**src/rtl/dataplane_regs_pkg.sv**
```systemverilog
// Shared register map constants for the dataplane AXI4-Lite register file.
// Offsets, response codes, ID default, CTRL bit indices, byte-strobe merge helper.
package dataplane_regs_pkg;

    localparam logic [7:0] REG_ID_OFFS         = 8'h00;
    localparam logic [7:0] REG_SCRATCH_OFFS    = 8'h04;
    localparam logic [7:0] REG_CTRL_OFFS       = 8'h08;
    localparam logic [7:0] REG_STATUS_OFFS     = 8'h0C;
    localparam logic [7:0] REG_RX_CNT_OFFS     = 8'h10;
    localparam logic [7:0] REG_IRQ_STATUS_OFFS = 8'h14;
    localparam logic [7:0] REG_IRQ_EN_OFFS     = 8'h18;

    localparam logic [1:0] RESP_OKAY   = 2'b00;
    localparam logic [1:0] RESP_SLVERR = 2'b10;

    localparam logic [31:0] ID_DEFAULT  = 32'hD47A_0001;
    localparam logic [31:0] RD_UNMAPPED = 32'hDEAD_BEEF;

    localparam int CTRL_EN_BIT   = 0;
    localparam int CTRL_SRST_BIT = 1;

    function automatic logic [31:0] apply_strb(
        input logic [31:0] cur,
        input logic [31:0] wdat,
        input logic [3:0]  strb
    );
        logic [31:0] res;
        res = cur;
        for (int i = 0; i < 4; i++) begin
            if (strb[i]) res[8*i +: 8] = wdat[8*i +: 8];
        end
        return res;
    endfunction

endpackage

```
**src/rtl/dataplane_axil_wr_ctrl.sv**
```systemverilog
// AXI4-Lite write-channel front end: independent AW/W holding registers and B handshake.
// Ports: aclk/aresetn, en (ready gate), AW/W/B channels, wr_resp in, commit + held addr/data/strb out.
module dataplane_axil_wr_ctrl
    import dataplane_regs_pkg::*;
#(
    parameter int ADDR_WIDTH = 8
) (
    input  logic                  aclk,
    input  logic                  aresetn,
    input  logic                  en,
    input  logic [ADDR_WIDTH-1:0] awaddr,
    input  logic                  awvalid,
    output logic                  awready,
    input  logic [31:0]           wdata,
    input  logic [3:0]            wstrb,
    input  logic                  wvalid,
    output logic                  wready,
    output logic [1:0]            bresp,
    output logic                  bvalid,
    input  logic                  bready,
    input  logic [1:0]            wr_resp,
    output logic                  commit,
    output logic [ADDR_WIDTH-1:0] wr_addr,
    output logic [31:0]           wr_data,
    output logic [3:0]            wr_strb
);

    logic                  aw_full;
    logic                  w_full;
    logic                  done;
    logic [ADDR_WIDTH-1:2] aw_word;
    logic                  unused_lo;

    assign unused_lo = &{1'b0, awaddr[1:0]};

    assign awready = en & ~aw_full;
    assign wready  = en & ~w_full;
    // Response is valid for exactly as long as both halves are held;
    // the register update happens only in the first of those cycles.
    assign bvalid  = aw_full & w_full;
    assign bresp   = bvalid ? wr_resp : RESP_OKAY;
    assign commit  = bvalid & ~done;
    assign wr_addr = {aw_word, 2'b00};

    always_ff @(posedge aclk) begin
        if (!aresetn) begin
            aw_full <= 1'b0;
            w_full  <= 1'b0;
            done    <= 1'b0;
            aw_word <= '0;
            wr_data <= '0;
            wr_strb <= '0;
        end else if (bvalid && bready) begin
            aw_full <= 1'b0;
            w_full  <= 1'b0;
            done    <= 1'b0;
        end else begin
            if (awvalid && awready) begin
                aw_full <= 1'b1;
                aw_word <= awaddr[ADDR_WIDTH-1:2];
            end
            if (wvalid && wready) begin
                w_full  <= 1'b1;
                wr_data <= wdata;
                wr_strb <= wstrb;
            end
            if (commit) done <= 1'b1;
        end
    end

endmodule

```
**src/rtl/dataplane_axil_regs.sv**
```systemverilog
// AXI4-Lite register file for dataplane control/status (ID, scratch, ctrl, status, rx count, irq).
// Ports: aclk/aresetn, s_axil_* slave, dp_enable/dp_soft_rst out, dp_status/rx_pkt_pulse in, irq out.
// Optional: DATAPLANE_AXIL_IRQ_EN enables IRQ_STATUS/IRQ_EN and the irq output.
module dataplane_axil_regs
    import dataplane_regs_pkg::*;
#(
    parameter int          ADDR_WIDTH = 8,
    parameter logic [31:0] ID_VALUE   = ID_DEFAULT
) (
    input  logic                  aclk,
    input  logic                  aresetn,
    input  logic [ADDR_WIDTH-1:0] s_axil_awaddr,
    input  logic                  s_axil_awvalid,
    output logic                  s_axil_awready,
    input  logic [31:0]           s_axil_wdata,
    input  logic [3:0]            s_axil_wstrb,
    input  logic                  s_axil_wvalid,
    output logic                  s_axil_wready,
    output logic [1:0]            s_axil_bresp,
    output logic                  s_axil_bvalid,
    input  logic                  s_axil_bready,
    input  logic [ADDR_WIDTH-1:0] s_axil_araddr,
    input  logic                  s_axil_arvalid,
    output logic                  s_axil_arready,
    output logic [31:0]           s_axil_rdata,
    output logic [1:0]            s_axil_rresp,
    output logic                  s_axil_rvalid,
    input  logic                  s_axil_rready,
    output logic                  dp_enable,
    output logic                  dp_soft_rst,
    input  logic [31:0]           dp_status,
    input  logic                  rx_pkt_pulse,
    output logic                  irq
);

    localparam logic [ADDR_WIDTH-1:0] A_ID   = ADDR_WIDTH'(REG_ID_OFFS);
    localparam logic [ADDR_WIDTH-1:0] A_SCR  = ADDR_WIDTH'(REG_SCRATCH_OFFS);
    localparam logic [ADDR_WIDTH-1:0] A_CTRL = ADDR_WIDTH'(REG_CTRL_OFFS);
    localparam logic [ADDR_WIDTH-1:0] A_STAT = ADDR_WIDTH'(REG_STATUS_OFFS);
    localparam logic [ADDR_WIDTH-1:0] A_RX   = ADDR_WIDTH'(REG_RX_CNT_OFFS);
    localparam logic [ADDR_WIDTH-1:0] A_IST  = ADDR_WIDTH'(REG_IRQ_STATUS_OFFS);
    localparam logic [ADDR_WIDTH-1:0] A_IEN  = ADDR_WIDTH'(REG_IRQ_EN_OFFS);

    logic                  rdy_en;
    logic                  commit;
    logic [ADDR_WIDTH-1:0] wa;
    logic [ADDR_WIDTH-1:0] ra;
    logic [31:0]           wd;
    logic [3:0]            ws;
    logic [1:0]            wr_resp;
    logic [31:0]           scratch;
    logic                  ctrl_en;
    logic [31:0]           rx_cnt;
    logic [31:0]           rd_data;
    logic [1:0]            rd_resp;
    logic                  unused_lo;
`ifdef DATAPLANE_AXIL_IRQ_EN
    logic                  irq_st;
    logic                  irq_en_q;
    logic                  irq_q;
`endif

    function automatic logic is_mapped(input logic [ADDR_WIDTH-1:0] a);
        logic hit;
        hit = (a == A_ID) || (a == A_SCR) || (a == A_CTRL) ||
              (a == A_STAT) || (a == A_RX);
`ifdef DATAPLANE_AXIL_IRQ_EN
        hit = hit || (a == A_IST) || (a == A_IEN);
`endif
        return hit;
    endfunction

    assign unused_lo = &{1'b0, s_axil_araddr[1:0]};
    assign ra        = {s_axil_araddr[ADDR_WIDTH-1:2], 2'b00};
    assign wr_resp   = is_mapped(wa) ? RESP_OKAY : RESP_SLVERR;

    // Holds readies low through the reset cycle itself.
    always_ff @(posedge aclk) begin
        if (!aresetn) rdy_en <= 1'b0;
        else          rdy_en <= 1'b1;
    end

    dataplane_axil_wr_ctrl #(
        .ADDR_WIDTH (ADDR_WIDTH)
    ) u_wr_ctrl (
        .aclk    (aclk),
        .aresetn (aresetn),
        .en      (rdy_en),
        .awaddr  (s_axil_awaddr),
        .awvalid (s_axil_awvalid),
        .awready (s_axil_awready),
        .wdata   (s_axil_wdata),
        .wstrb   (s_axil_wstrb),
        .wvalid  (s_axil_wvalid),
        .wready  (s_axil_wready),
        .bresp   (s_axil_bresp),
        .bvalid  (s_axil_bvalid),
        .bready  (s_axil_bready),
        .wr_resp (wr_resp),
        .commit  (commit),
        .wr_addr (wa),
        .wr_data (wd),
        .wr_strb (ws)
    );

    logic hit_scr, hit_ctrl, hit_rx;
    assign hit_scr  = commit & (wa == A_SCR);
    assign hit_ctrl = commit & (wa == A_CTRL);
    assign hit_rx   = commit & (wa == A_RX);

    assign dp_enable   = ctrl_en;
    assign dp_soft_rst = hit_ctrl & ws[0] & wd[CTRL_SRST_BIT];

    always_ff @(posedge aclk) begin
        if (!aresetn) begin
            scratch <= '0;
            ctrl_en <= 1'b0;
            rx_cnt  <= '0;
        end else begin
            if (hit_scr) scratch <= apply_strb(scratch, wd, ws);
            if (hit_ctrl && ws[0]) ctrl_en <= wd[CTRL_EN_BIT];
            // Clearing write takes priority over a coincident packet.
            if (hit_rx)            rx_cnt <= '0;
            else if (rx_pkt_pulse) rx_cnt <= rx_cnt + 32'd1;
        end
    end

`ifdef DATAPLANE_AXIL_IRQ_EN
    logic w1c;
    assign w1c = commit & (wa == A_IST) & ws[0] & wd[0];

    always_ff @(posedge aclk) begin
        if (!aresetn) begin
            irq_st   <= 1'b0;
            irq_en_q <= 1'b0;
            irq_q    <= 1'b0;
        end else begin
            irq_st <= (irq_st & ~w1c) | rx_pkt_pulse;
            if (commit && (wa == A_IEN) && ws[0]) irq_en_q <= wd[0];
            irq_q <= irq_st & irq_en_q;
        end
    end

    assign irq = irq_q;
`else
    assign irq = 1'b0;
`endif

    always_comb begin
        rd_data = RD_UNMAPPED;
        rd_resp = RESP_SLVERR;
        unique case (1'b1)
            (ra == A_ID):   begin rd_data = ID_VALUE;           rd_resp = RESP_OKAY; end
            (ra == A_SCR):  begin rd_data = scratch;            rd_resp = RESP_OKAY; end
            (ra == A_CTRL): begin rd_data = {31'd0, ctrl_en};   rd_resp = RESP_OKAY; end
            (ra == A_STAT): begin rd_data = dp_status;          rd_resp = RESP_OKAY; end
            (ra == A_RX):   begin rd_data = rx_cnt;             rd_resp = RESP_OKAY; end
`ifdef DATAPLANE_AXIL_IRQ_EN
            (ra == A_IST):  begin rd_data = {31'd0, irq_st};    rd_resp = RESP_OKAY; end
            (ra == A_IEN):  begin rd_data = {31'd0, irq_en_q};  rd_resp = RESP_OKAY; end
`endif
            default: ;
        endcase
    end

    assign s_axil_arready = rdy_en & ~s_axil_rvalid;

    always_ff @(posedge aclk) begin
        if (!aresetn) begin
            s_axil_rvalid <= 1'b0;
            s_axil_rdata  <= '0;
            s_axil_rresp  <= '0;
        end else if (s_axil_arvalid && s_axil_arready) begin
            s_axil_rvalid <= 1'b1;
            s_axil_rdata  <= rd_data;
            s_axil_rresp  <= rd_resp;
        end else if (s_axil_rvalid && s_axil_rready) begin
            s_axil_rvalid <= 1'b0;
        end
    end

endmodule

```
**config.mk**
```make
export PLATFORM = sky130hd
export DESIGN_NAME = dataplane_axil_regs
export DESIGN_NICKNAME = d
export VERILOG_FILES = /design/src/rtl/dataplane_regs_pkg.sv /design/src/rtl/dataplane_axil_wr_ctrl.sv /design/src/rtl/dataplane_axil_regs.sv
export SDC_FILE = /design/constraint.sdc
export NUM_CORES = 1
export LEC_CHECK = 0
export CAP_MARGIN = 30
export CORE_ASPECT_RATIO = 1.1
export CORE_MARGIN = 8
export CORE_UTILIZATION = 51
export DETAILED_ROUTE_END_ITERATION = 6
export PLACE_DENSITY = 0.8
export SLEW_MARGIN = 10
export SYNTH_ARGS = -nofsm -noshare
export SYNTH_HDL_FRONTEND = slang
export SYNTH_SLANG_ARGS = --single-unit
```
**constraint.sdc**
```tcl
create_clock -name aclk -period 2.2 [get_ports aclk]
set_clock_uncertainty 0.1 [all_clocks]
set_input_delay 0.22 -clock aclk [delete_from_list [all_inputs] [get_ports aclk]]
set_output_delay 0.22 -clock aclk [all_outputs]
set_load 0.05 [all_outputs]
```
==> flow_summary.toml <==
[min_path]
holdPathStages = 3
hold_class = "input pin to flop"

[clock_tree]
cts.sinks = 145
root_buffer = "clkbuf_16"
worst_skew_pair.late_latency_ns = 0.42
clockBufferDepth = 2
cts_max_level = 4
cts_tree = "done"
path_clk_slew_ns = 0.06
cts_made_buffers = 17
postCtsSetupBuffers = 0

[synthesis]
ys_ff_latch = 145
netlist_top_cells_count = "145 x dfxtp_1, 132 x nand2_1, 116 x a21oi_1"
yosysMostFrequentCell = "dfxtp_1"
synth_top_area_frac = 0.466
netlist_instances = 778
synth-edff-count = 0
ys.flop_type = "dfxtp_1"
syn_area_per_cell_sq_um = 8.01
yosysTopAreaCell = "dfxtp_1"
yosysWarnings = 0
ys_types = 51
netlist_top_cells_area = "dfxtp_1 47%, a21oi_1 9.3%, nand2_1 8.0%"
async_reset_ff_frac = 0
synth_seq_area_share = 0.466
syn_area_sq_um = 6230

[cells_and_area]
final_nets = 1007
syn2layout_area_growth_pct = 36.4
n_fill_cell = 934
drive_above_1_share = 0.100
fin_cells = 1080
n_antenna_cell = 0

[grt]
grt_pass1_wl_mm = 31.9
overflow = 0
grt_use_total = 0.246
antenna_found_initial = 0
grt_start_max_net_pins = 39
grt_pass1_vias = 6399

[placed_design]
hpwlAfterDp_mm = 14.5
portBuffers = 128
placed_cells = 1048
gp_congestion = 0.865

[critical_path]
arrival_ns = 2.35
critical-path-top-delay-family = "simple AND/OR/NAND/NOR gates"
crit_top_cell = "or4_1"
reg2reg_slack_ns = 0.09
critPathMaxStageDelay_ns = 0.53
worstPathMaxFanout = 14
crit_buf_inv = 1
reg2reg_to = "rx_cnt[29]$_SDFFE_PP0P_"
end_kind = "flop"
setup.worst_path.start = "rx_cnt[3]$_SDFFE_PP0P_"
path_cells = "nand4_4 > or4_1 > buf_4 > or4_1 > a21oi_1"
r2r-start = "rx_cnt[3]$_SDFFE_PP0P_"
worstRegToRegCells = 5
crit_type = "flop to flop"
worstPathRequired_ns = 2.44
crit_path_top_delay_cell = "or4_1"
cp-endpoint = "rx_cnt[29]$_SDFFE_PP0P_"
path_depth = 5
cp-start-kind = "flop"

[floorplan]
boundaryPins = 136
core_area_sq_um = 12000
die_area_sq_um = 16000
fp.dieH_um = 132
die_w_um = 121
initial_core_util = 0.520
num_rows = 42

[sta]
hold_viol = 0
slew_viol_final = 0
max_freq_ghz = 0.475
slew-limit-headroom = 0.468
setup_tns_ns = 0
tightest_slew_ns = 0.796
rsz0062_at_grt = "true"
whs_ns = 0.252
period_share = 0.958
setup_viol = 0
min_period_ns = 2.11

[drt]
drt_iter0_markers = 573
vias = 6396
ant_nets = 0
drt_wl_total_mm = 19.8
drt-wirelength-per-cell_um = 18.4
drc = 2
drt-vias-per-instance = 5.92
drt_pass1_iterations = 7

[run]
maxCapViolations = 0

[outcome]
failed_checks = "DRC"
outcome = "complete, but fails checks"

[power_and_ir_drop]
power_density_nw_per_um2 = 770
p_leak_nw = 3.08
vdd_drop_max_uv = 459
-- area by class of cell --
class / count / area (sq um) / area share
Inverter: 25 / 93.8 / 0.0110
Multi-Input combinational cell: 550 / 3030 / 0.357
Sequential cell: 145 / 2900 / 0.342
Tap cell: 154 / 193 / 0.0227
Clock buffer: 22 / 464 / 0.0546
Clock inverter: 9 / 156 / 0.0184
Timing Repair Buffer: 175 / 1650 / 0.195
-- worst min path at each step --
stage / from / to / slack, ns
after floorplan: aresetn / rdy_en$_DFF_P_ / 0.15
after global placement: s_axil_rdata[29]$_SDFFE_PN0P_ / s_axil_rdata[29]$_SDFFE_PN0P_ / 0.34
after detailed placement: s_axil_rdata[29]$_SDFFE_PN0P_ / s_axil_rdata[29]$_SDFFE_PN0P_ / 0.35
after CTS: s_axil_wdata[23] / u_wr_ctrl.wr_data[23]$_SDFFE_PN0P_ / 0.25
after global routing: s_axil_wdata[0] / u_wr_ctrl.wr_data[0]$_SDFFE_PN0P_ / 0.25
final: s_axil_wdata[23] / u_wr_ctrl.wr_data[23]$_SDFFE_PN0P_ / 0.25
-- cells in the final DEF (no fill, tap or decap), types with 3 or more instances in the layout --
cell             count
o31a_1               4
nand2b_1             4
o211ai_1             3
or4_1                9
nor2b_1              4
or3_1                3
nand4_1             16
nor4_1              10
clkdlybuf4s50_1    122
clkinvlp_4           3
o21ai_0             61
nand3_1             42
and4_1               4
clkbuf_1             3
dfxtp_1            144
inv_1               25
conb_1               3
nand2_1            132
a221oi_1             5
xnor2_1             11
bufinv_16            4
and2_1               5
nor3_1               5
o21a_1               4
mux2i_1             17
nor2_1              30
buf_4               47
o31ai_1              8
a2bb2oi_1            5
a31oi_1             20
clkbuf_16           17
a21oi_1            116
-- tightest hold or removal path: cells and delay by family --
family | cells | cell delay [ns]
AOI/OAI and AO/OA | 1 | 0.05
buffers and inverters | 1 | 0.39
and+or+nand+nor | 1 | 0.05
-- metal layers --
layer | up-vias | track usage | share of wire
met5 | - | 0 | 0
met4 | 0 | 0.132 | 0.045
met3 | 64 | 0.0557 | 0.069
met2 | 281 | 0.406 | 0.48
met1 | 3029 | 0.288 | 0.40
li1 | 3022 | - | -
-- cell families (layout without fill, tap and decap cells) --
logic type	count (synthesis)	after routing	share of synthesized area
AO/OA/AOI/OAI	237	237	0.215
adder cells (fa/ha/maj)	1	1	0.00201
multiplexers	18	18	0.0291
AND/OR/NAND/NOR	279	279	0.215
XOR/XNOR	12	12	0.0169
flip-flops	145	145	0.466
other	1	3	0.000602
buffers and inverters	85	231	0.0554
-- report_power, final --
| group | internal (W) | leakage (nW) | switching, W |
|---|---|---|---|
| clock network | 0.00195 | 0.292 | 0.00109 |
| registers | 0.00271 | 1.18 | 0.0000546 |
| logic | 0.000318 | 1.61 | 0.000421 |
-- state kept, by name (all words and copies together) (netlist names), 4 cells and up --
name and cells:
rx_cnt 32, s_axil_rdata 32, scratch 32, u_wr_ctrl.aw_word 6
u_wr_ctrl.wr_data 32, u_wr_ctrl.wr_strb 4
-- metrics by stage --
step                      total power [W]  setup slack [ns]   util  instance area [sq um]
after floorplan                   0.00319            0.0493      -                   6250
after global placement            0.00352            -0.162  0.655                   7840
after detailed placement          0.00354            -0.218  0.655                   7850
after CTS                         0.00654            0.0212  0.709                   8490
after global routing              0.00673           -0.0148  0.709                   8500
final                             0.00654            0.0931  0.709                   8500
-- repair_timing --
action,in CTS,in global routing
resized for setup,1,4
setup endpoints to repair,1,5
hold endpoints to repair,1,0
pin swaps,0,1
hold buffers,1,0
No activity file was read; power rests on OpenSTA's default activity.
